==> config.mk <==
export PLATFORM = sky130hd
export DESIGN_NAME = ms_game_timer_flat
export DESIGN_NICKNAME = d
export VERILOG_FILES = /design/src/rtl/ms_pkg.sv /design/src/rtl/ms_game_timer_if.sv /design/src/rtl/ms_prescaler.sv /design/src/rtl/ms_game_timer.sv /design/src/flat_wrapper.sv
export SDC_FILE = /design/constraint.sdc
export NUM_CORES = 1
export LEC_CHECK = 0
export BUFFER_PORTS_ARGS = -buffer_cell sky130_fd_sc_hd__buf_2
export CAP_MARGIN = 20
export CELL_PAD_IN_SITES_DETAIL_PLACEMENT = 1
export CELL_PAD_IN_SITES_GLOBAL_PLACEMENT = 1
export CORE_MARGIN = 5
export CORE_UTILIZATION = 39
export DETAILED_ROUTE_END_ITERATION = 10
export PLACE_DENSITY = 0.85
export SYNTH_ARGS = -nofsm -noshare
export SYNTH_HDL_FRONTEND = slang
export SYNTH_SLANG_ARGS = --single-unit
==> constraint.sdc <==
create_clock -name clk -period 2.3 [get_ports clk]
set_input_delay 0.23 -clock clk [delete_from_list [all_inputs] [get_ports clk]]
set_output_delay 0.23 -clock clk [all_outputs]
set_load 0.005 [all_outputs]
==> src/rtl/ms_pkg.sv <==
// Shared encodings for the game timer: FSM states and count direction.
package ms_pkg;

    typedef enum logic [1:0] {
        MS_T_IDLE  = 2'd0,
        MS_T_RUN   = 2'd1,
        MS_T_PAUSE = 2'd2,
        MS_T_DONE  = 2'd3
    } ms_state_e;

    localparam logic MS_UP   = 1'b0;
    localparam logic MS_DOWN = 1'b1;

endpackage

==> src/rtl/ms_game_timer_if.sv <==
// Control strobes from the game FSM and count/status back to the display path.
interface ms_game_timer_if #(
    parameter int unsigned BIT = 10
);
    logic           start;
    logic           stop;
    logic           pause;
    logic           resume;
    logic           dir;
    logic [BIT-1:0] preset;
    logic [BIT-1:0] q;
    logic           tick;
    logic           running;
    logic           paused;
    logic           done;
    logic           expired;

    modport master (
        output start, stop, pause, resume, dir, preset,
        input  q, tick, running, paused, done, expired
    );

    modport slave (
        input  start, stop, pause, resume, dir, preset,
        output q, tick, running, paused, done, expired
    );
endinterface

==> src/rtl/ms_prescaler.sv <==
// Clock-enable prescaler: counts 0..DIV-1 while enabled, term_c marks the wrap cycle.
module ms_prescaler #(
    parameter int unsigned DIV     = 25000000,
    parameter int unsigned DIV_BIT = 25
) (
    input  logic clk,
    input  logic clr,
    input  logic en,
    input  logic sclr,
    output logic term_c
);
    localparam logic [DIV_BIT-1:0] LAST = DIV_BIT'(DIV - 1);

    logic [DIV_BIT-1:0] cnt;

    assign term_c = en && (cnt == LAST);

    always_ff @(posedge clk) begin
        if (clr || sclr) begin
            cnt <= '0;
        end else if (en) begin
            cnt <= term_c ? '0 : cnt + DIV_BIT'(1);
        end
    end
endmodule

==> src/rtl/ms_game_timer.sv <==
// Elapsed/countdown game timer with prescaler, pause/resume and wrap-or-saturate end.
module ms_game_timer
    import ms_pkg::*;
#(
    parameter int unsigned N       = 600,
    parameter int unsigned BIT     = 10,
    parameter int unsigned DIV     = 25000000,
    parameter int unsigned DIV_BIT = 25,
    parameter int unsigned WRAP    = 0
) (
    input  logic            clk,
    input  logic            clr,
    ms_game_timer_if.slave  bus
);
    localparam logic [BIT-1:0] Q_MAX = BIT'(N);

    ms_state_e      state, state_n;
    logic [BIT-1:0] q_r, q_n;
    logic           dir_r, dir_n;
    logic           tick_r, tick_n;
    logic           expired_r, expired_n;
    logic           running_r, paused_r, done_r;
    logic           term_c;
    logic           sclr_c;
    logic [BIT-1:0] preset_c;

    // Restart or stop both rewind the step phase.
    assign sclr_c   = bus.start || bus.stop;
    assign preset_c = (bus.preset > Q_MAX) ? Q_MAX : bus.preset;

    ms_prescaler #(
        .DIV     (DIV),
        .DIV_BIT (DIV_BIT)
    ) u_prescaler (
        .clk    (clk),
        .clr    (clr),
        .en     (running_r),
        .sclr   (sclr_c),
        .term_c (term_c)
    );

    // Next-state: stop > start > pause > resume; a control input discards a coincident step.
    always_comb begin
        state_n   = state;
        q_n       = q_r;
        dir_n     = dir_r;
        tick_n    = 1'b0;
        expired_n = 1'b0;
        if (bus.stop) begin
            state_n = MS_T_IDLE;
        end else if (bus.start) begin
            state_n = MS_T_RUN;
            dir_n   = bus.dir;
            q_n     = (bus.dir == MS_DOWN) ? preset_c : '0;
        end else begin
            unique case (state)
                MS_T_RUN: begin
                    if (bus.pause) begin
                        state_n = MS_T_PAUSE;
                    end else if (term_c) begin
                        if (dir_r == MS_UP) begin
                            if (q_r < Q_MAX) begin
                                q_n    = q_r + BIT'(1);
                                tick_n = 1'b1;
                            end else if (WRAP != 0) begin
                                q_n    = '0;
                                tick_n = 1'b1;
                            end else begin
                                state_n   = MS_T_DONE;
                                expired_n = 1'b1;
                            end
                        end else begin
                            if (q_r != '0) begin
                                q_n    = q_r - BIT'(1);
                                tick_n = 1'b1;
                            end else if (WRAP != 0) begin
                                q_n    = Q_MAX;
                                tick_n = 1'b1;
                            end else begin
                                state_n   = MS_T_DONE;
                                expired_n = 1'b1;
                            end
                        end
                    end
                end
                MS_T_PAUSE: begin
                    if (bus.resume) begin
                        state_n = MS_T_RUN;
                    end
                end
                default: begin
                end
            endcase
        end
    end

    // State register; status flags are registered copies of the next state.
    always_ff @(posedge clk) begin
        if (clr) begin
            state     <= MS_T_IDLE;
            q_r       <= '0;
            dir_r     <= MS_UP;
            tick_r    <= 1'b0;
            expired_r <= 1'b0;
            running_r <= 1'b0;
            paused_r  <= 1'b0;
            done_r    <= 1'b0;
        end else begin
            state     <= state_n;
            q_r       <= q_n;
            dir_r     <= dir_n;
            tick_r    <= tick_n;
            expired_r <= expired_n;
            running_r <= (state_n == MS_T_RUN);
            paused_r  <= (state_n == MS_T_PAUSE);
            done_r    <= (state_n == MS_T_DONE);
        end
    end

    assign bus.q       = q_r;
    assign bus.tick    = tick_r;
    assign bus.expired = expired_r;
    assign bus.running = running_r;
    assign bus.paused  = paused_r;
    assign bus.done    = done_r;
endmodule

==> src/flat_wrapper.sv <==
// flat-port wrapper written by rule: the top's interface ports become plain ports
module ms_game_timer_flat import ms_pkg::*;
#(
    parameter int unsigned N       = 600,
    parameter int unsigned BIT     = 10,
    parameter int unsigned DIV     = 25000000,
    parameter int unsigned DIV_BIT = 25,
    parameter int unsigned WRAP    = 0
)
  (clk, clr, bus_start, bus_stop, bus_pause, bus_resume, bus_dir, bus_preset, bus_q, bus_tick, bus_running, bus_paused, bus_done, bus_expired);
  ms_game_timer_if #(.BIT(BIT)) bus_i ();
  input  logic clk;
  input  logic clr;
  input wire logic [$bits(bus_i.start)-1:0] bus_start;
  input wire logic [$bits(bus_i.stop)-1:0] bus_stop;
  input wire logic [$bits(bus_i.pause)-1:0] bus_pause;
  input wire logic [$bits(bus_i.resume)-1:0] bus_resume;
  input wire logic [$bits(bus_i.dir)-1:0] bus_dir;
  input wire logic [$bits(bus_i.preset)-1:0] bus_preset;
  output wire logic [$bits(bus_i.q)-1:0] bus_q;
  output wire logic [$bits(bus_i.tick)-1:0] bus_tick;
  output wire logic [$bits(bus_i.running)-1:0] bus_running;
  output wire logic [$bits(bus_i.paused)-1:0] bus_paused;
  output wire logic [$bits(bus_i.done)-1:0] bus_done;
  output wire logic [$bits(bus_i.expired)-1:0] bus_expired;
  assign bus_i.start = bus_start;
  assign bus_i.stop = bus_stop;
  assign bus_i.pause = bus_pause;
  assign bus_i.resume = bus_resume;
  assign bus_i.dir = bus_dir;
  assign bus_i.preset = bus_preset;
  assign bus_q = bus_i.q;
  assign bus_tick = bus_i.tick;
  assign bus_running = bus_i.running;
  assign bus_paused = bus_i.paused;
  assign bus_done = bus_i.done;
  assign bus_expired = bus_i.expired;
  ms_game_timer #(.N(N), .BIT(BIT), .DIV(DIV), .DIV_BIT(DIV_BIT), .WRAP(WRAP)) u_core (.clk(clk), .clr(clr), .bus(bus_i));
endmodule
Yosys cells after proc, flatten, opt, wreduce, memory -nomap -nowiden
Index checks and enable logic that the tools add are counted.

word-level totals
  bits in registers = 43
  output and inout port bits = 15
  word-level logic and storage cells = 60

operators by class
  $add $sub $neg = 3
  order comparisons = 2
  equal/unequal tests = 8
  multiplexer cells = 25
  bitwise gates (word level) = 3
  reduce and logical (&&, ||, !) cells = 10

operator list
  operator                                                               number
  10-bit two-way mux                                                     9
  25-bit by 1-bit adder with 25-bit output (second input constant)       1
  25-bit == test (second input constant)                                 1
  25-bit two-way mux                                                     1
  2-bit two-way mux                                                      8
  10-bit by 1-bit adder with 10-bit output (second input constant)       1
  10-bit greater-than comparator (second input constant)                 1
  10-bit less-than comparator (second input constant)                    1
  10-bit nonzero test                                                    1
  10-bit by 1-bit subtractor with 10-bit output (second input constant)  1
  2-bit == test (second input constant)                                  3
  1-bit two-way mux                                                      6
  6-bit AND reduction                                                    1
  6-bit OR reduction                                                     1
  2-bit by 1-bit == test with 1-bit output (second input constant)       2
  2-bit case mux with 2 select lines                                     1
  2-bit nonzero test                                                     2
  3-bit != test (second input constant)                                  1
  1-bit NOT                                                              3
  3-bit nonzero test                                                     1
  1-bit logical OR                                                       2
  2-bit != test (second input constant)                                  1
  2-bit AND reduction                                                    1
  1-bit logical AND                                                      1

Longest topological paths before layout
  word-level depth = 9
  depth in mapped cells = 9

Hierarchy
From an unflattened synthesis, not the netlist that was laid out.

second synthesis, totals
  cell total of the unflattened synthesis = 311
  area, all modules = 2,603.7 µm²

modules (own cells, without submodules)
  module         instances  cells an instance  area an instance (µm²)
  ms_game_timer  1          167                1,341.3
  ms_prescaler   1          144                1,262.5

Worst setup path before layout
OpenSTA, ideal clock, no wires.

  path type = register -> register
  from = register u_core.u_prescaler.cnt[9]
  to = register u_core.q_r[4], in the netlist u_core.bus.q[4]
  setup time = 0.116 ns
  data arrival time = 2.325 ns
  required time = 2.184 ns
  slack = -0.141 ns
  cell stages (with the launch flop) = 8
  path buffers = 1
  cells stage by stage = dfxtp_1 or4b_1 or4_1 or4_1 a21oi_2 buf_6 nor2_1 a31o_2

on the way
  cells in the longest elaborated chain, start to end = 4

ends and longest elaborated chain
  element                        RTL line              source
  start: declaration             ms_prescaler.sv:14    logic [DIV_BIT-1:0] cnt;
  start signal: assignment       ms_prescaler.sv:22    cnt <= term_c ? '0 : cnt + DIV_BIT'(1);
  25-bit == test                 ms_prescaler.sv:16    assign term_c = en && (cnt == LAST);
  1-bit logical AND              ms_prescaler.sv:16
  2-bit nonzero test (no line)   --
  6-bit AND reduction (no line)  --
  end signal: assignment         ms_game_timer.sv:110  q_r <= q_n;
  end: declaration               ms_game_timer.sv:18   logic [BIT-1:0] q_r, q_n;

No other way between the ends.
A chain may end at the register's enable or synchronous reset.

Worst setup path after layout
  from = register u_core.u_prescaler.cnt[8]
  to = register u_core.q_r[6], in the netlist u_core.bus.q[6]

Same word-level chain as after synthesis.

==> reports/qor.txt <==
Fmax: 389.4 MHz
Slowest-stage cell, CP: or4_4
FF+latch count, synth: 43
Fin Setup TNS: -2169 ps
Setup WS post-layout: -268.0 ps
Placement Setup Slack: -230.1 ps
Top post-synthesis cells by area: dfxtp_1 34%, nor2_1 7.2%, xor2_1 6.0%
CP Cell Sequence: or4b_4 > or4_4 > or4_4 > a21oi_4 > buf_6 > buf_6 > o21ai_1 > a21oi_1
Design area: 3188 sq um
Seq/Total Area, Yosys: 0.3447
Failing checks: negative setup slack
Min Tclk post-route: 2568 ps
Drt pass-1 iters: 4
Top delay family on crit path: simple AND/OR/NAND/NOR gates
Comb power frac: 0.155
CP Data Arrival Time: 2800 ps
Unrepaired setup endpoints after global routing: true
Synthesized area per cell: 8.352 sq um
Std cell rows: 29
Total chip power: 1.495 mW
Pwr dens: 469.1 nW/um^2
Max cap viols: 0
GR Util All Layers: 0.1867
Skew final: 5.490 ps
Largest net degree at the start of global routing: 24
Avg WL per Cell: 16.69 um
Cell count after synthesis: 299
Starting Density: 0.3978
Net Sw Frac: 0.2672
Leakage Power: 1.307 nW
Peak VDD IR: 0.0002514 V
IO Port Bufs: 31
DIE WIDTH: 90.02 um
Final Non-Filler Cells: 454
Final design utilization: 0.5079
Hold WS: 235.9 ps
Critical path type: flop to flop
Synthesized Nets: 328
Antenna viol nets, final: 0
CP bufs+invs: 2
Die Outline Area: 8104 sq um
CTS Buf Count: 5
Switching Power: 0.3996 mW
Main synth FF type: dfxtp_1
Post-synth top area cell: dfxtp_1
Clock transition at path regs: 80 ps
Hold Fails Final Rpt: 0
Asr flop ratio synth: 0
Placement-stage cell area: 3035 sq um
Drt drc: 0
Yosys Warn Count: 0
Drt initial violations: 117
H-tree depth: 2
Outcome: finished with violations
Num ports: 32
Seq pwr share: 0.514
WL final: 7.576 mm
Mapped Area: 2497 sq um
Antenna violations before repair: 0
Vias per cell: 5.502
HPWL Detailed: 5.568 mm
Vias in the first global route: 2684
Share of layout cells above drive strength 1: 0.2759
DP Cell Count: 443
Core footprint: 6277 sq um
Worst-skew pair later-pin latency: 300 ps
Max Buffers Root-to-Sink: 2
# clock sinks: 43
Root buffer cell: clkbuf_8
Yosys top cell area share: 0.3447
Tightest Hold Check Type: input pin to flop
CTS tree: yes
Slew Limit Fails: 0
Worst-path fanout max: 6
Setup violations, final: 10
Period utilization: 1.117
GRT overflow: 0
Worst slew pin tran: 670.5 ps
WP data required: 2530 ps
Vias: 2498
Die Y: 90.02 um
CP endpoint kind: flop
Diode count: 0
Clk pwr share: 0.330
Relative slew slack: 0.5415
EDFF count, synth: 0
Layout area overhead: 27.66%
Max incr delay on CP: 540 ps
P_int: 1.096 mW
Worst Setup Start Kind: flop
RD Place Congestion: 0.8507
Cell variety after synth: 54
# nets final: 406
First-pass GRT wire length: 12.75 mm
## area by class of cell
type | instances | area (sq um)
tap | 77 | 96.34
clock buffer | 6 | 82.58
multi-input combinational | 236 | 1569
clock inverter | 1 | 5.005
timing repair buffer | 79 | 526.8
inverter | 12 | 45.04
sequential | 43 | 863.3
fill | 770 | 3089
## power by group through the flow
stage / clock (mW) / combinational [mW] / sequential [mW]
2_1_floorplan: 0 / 0.125 / 0.790
3_3_place_gp: 0 / 0.209 / 0.786
3_5_place_dp: 0 / 0.220 / 0.786
4_1_cts: 0.505 / 0.228 / 0.769
5_1_grt: 0.544 / 0.252 / 0.771
6_report: 0.494 / 0.232 / 0.769
## state kept, by name, summed over array words and instances, names as in the netlist
name and flops:
u_core.bus.done 1, u_core.bus.expired 1, u_core.bus.paused 1, u_core.bus.q 10, u_core.bus.running 1, u_core.bus.tick 1
u_core.dir_r 1, u_core.state 2, u_core.u_prescaler.cnt 25
## Yosys cell counts (2+ instances only)
cell       number
dfxtp_1        43
and3_1          2
clkbuf_1        5
a211oi_1        5
o21ai_0        14
nand2b_1        9
o2111ai_1       2
or4_1           4
or2_2           2
ha_1           11
nor2b_1         7
nand4_1        11
nand2_1        18
mux2i_1         2
a22oi_1         3
o211ai_1        5
and2_1          3
o21a_1          2
nor3_1          4
nor4_1          4
xnor2_1        10
or3_1           3
a21oi_1         8
and4_1          2
buf_6           2
xor2_1         17
a211oi_2        4
nand3_1        11
inv_1          11
nor2_1         48
nand3b_1        4
## metal layers
metal / vias to the layer above / share of wire / track usage
met4: 0 / 0.0083 / 0.04963
met5: - / 0 / 0
met1: 1223 / 0.44 / 0.2180
met2: 40 / 0.52 / 0.3390
met3: 9 / 0.031 / 0.04341
li1: 1226 / - / -
## worst min-delay path, stage by stage
cell,delay [ps]
buf_2,110
nand3_1,70
a31oi_1,80
## placed cells by master (no fill, tap or decap), types with 4 or more instances in the layout
cell type / n
nor2_1: 48
buf_4: 45
dfxtp_1: 41
buf_2: 31
nand2_1: 18
xor2_1: 17
o21ai_0: 13
inv_1: 11
nand4_1: 11
nand3_1: 11
ha_1: 11
xnor2_1: 10
nand2b_1: 9
a21oi_1: 8
nor2b_1: 7
clkbuf_8: 6
a211oi_1: 5
o211ai_1: 5
nor3_1: 4
nand3b_1: 4
nor4_1: 4
a211oi_2: 4
## timing repair
item | in CTS | in global routing
setup buffers | 2 | 2
hold buffers | 0 | 0
pin swaps | 0 | 1
resized for setup | 8 | 3
setup endpoints to repair | 10 | 10
## worst paths after layout
check	startpoint	to	slack [ps]	cells past startpoint
setup reg to reg	u_core.u_prescaler.cnt[8]$_SDFFE_PP0P_	u_core.bus.q[6]$_SDFFE_PP0P_	-270	8
hold reg to reg	u_core.u_prescaler.cnt[14]$_SDFFE_PP0P_	u_core.u_prescaler.cnt[14]$_SDFFE_PP0P_	520	2
setup / recovery	u_core.u_prescaler.cnt[8]$_SDFFE_PP0P_	u_core.bus.q[6]$_SDFFE_PP0P_	-270	8
hold / removal	bus_preset[7]	u_core.bus.q[7]$_SDFFE_PP0P_	240	3
## cell families (layout without fill, tap and decap cells)
group                      count (synthesis)  count (layout)  share of synthesized area
and+or+nand+nor                          137             137                     0.2811
AOI/OAI and AO/OA                         57              57                     0.1678
DFF                                       43              43                     0.3447
xor gates and xnor gates                  27              27                    0.09469
buffers and inverters                     20              98                    0.03607
adders and majority gates                 12              12                    0.06313
muxes                                      3               3                    0.01253
Note: power is estimated with default switching activity, not from simulation.
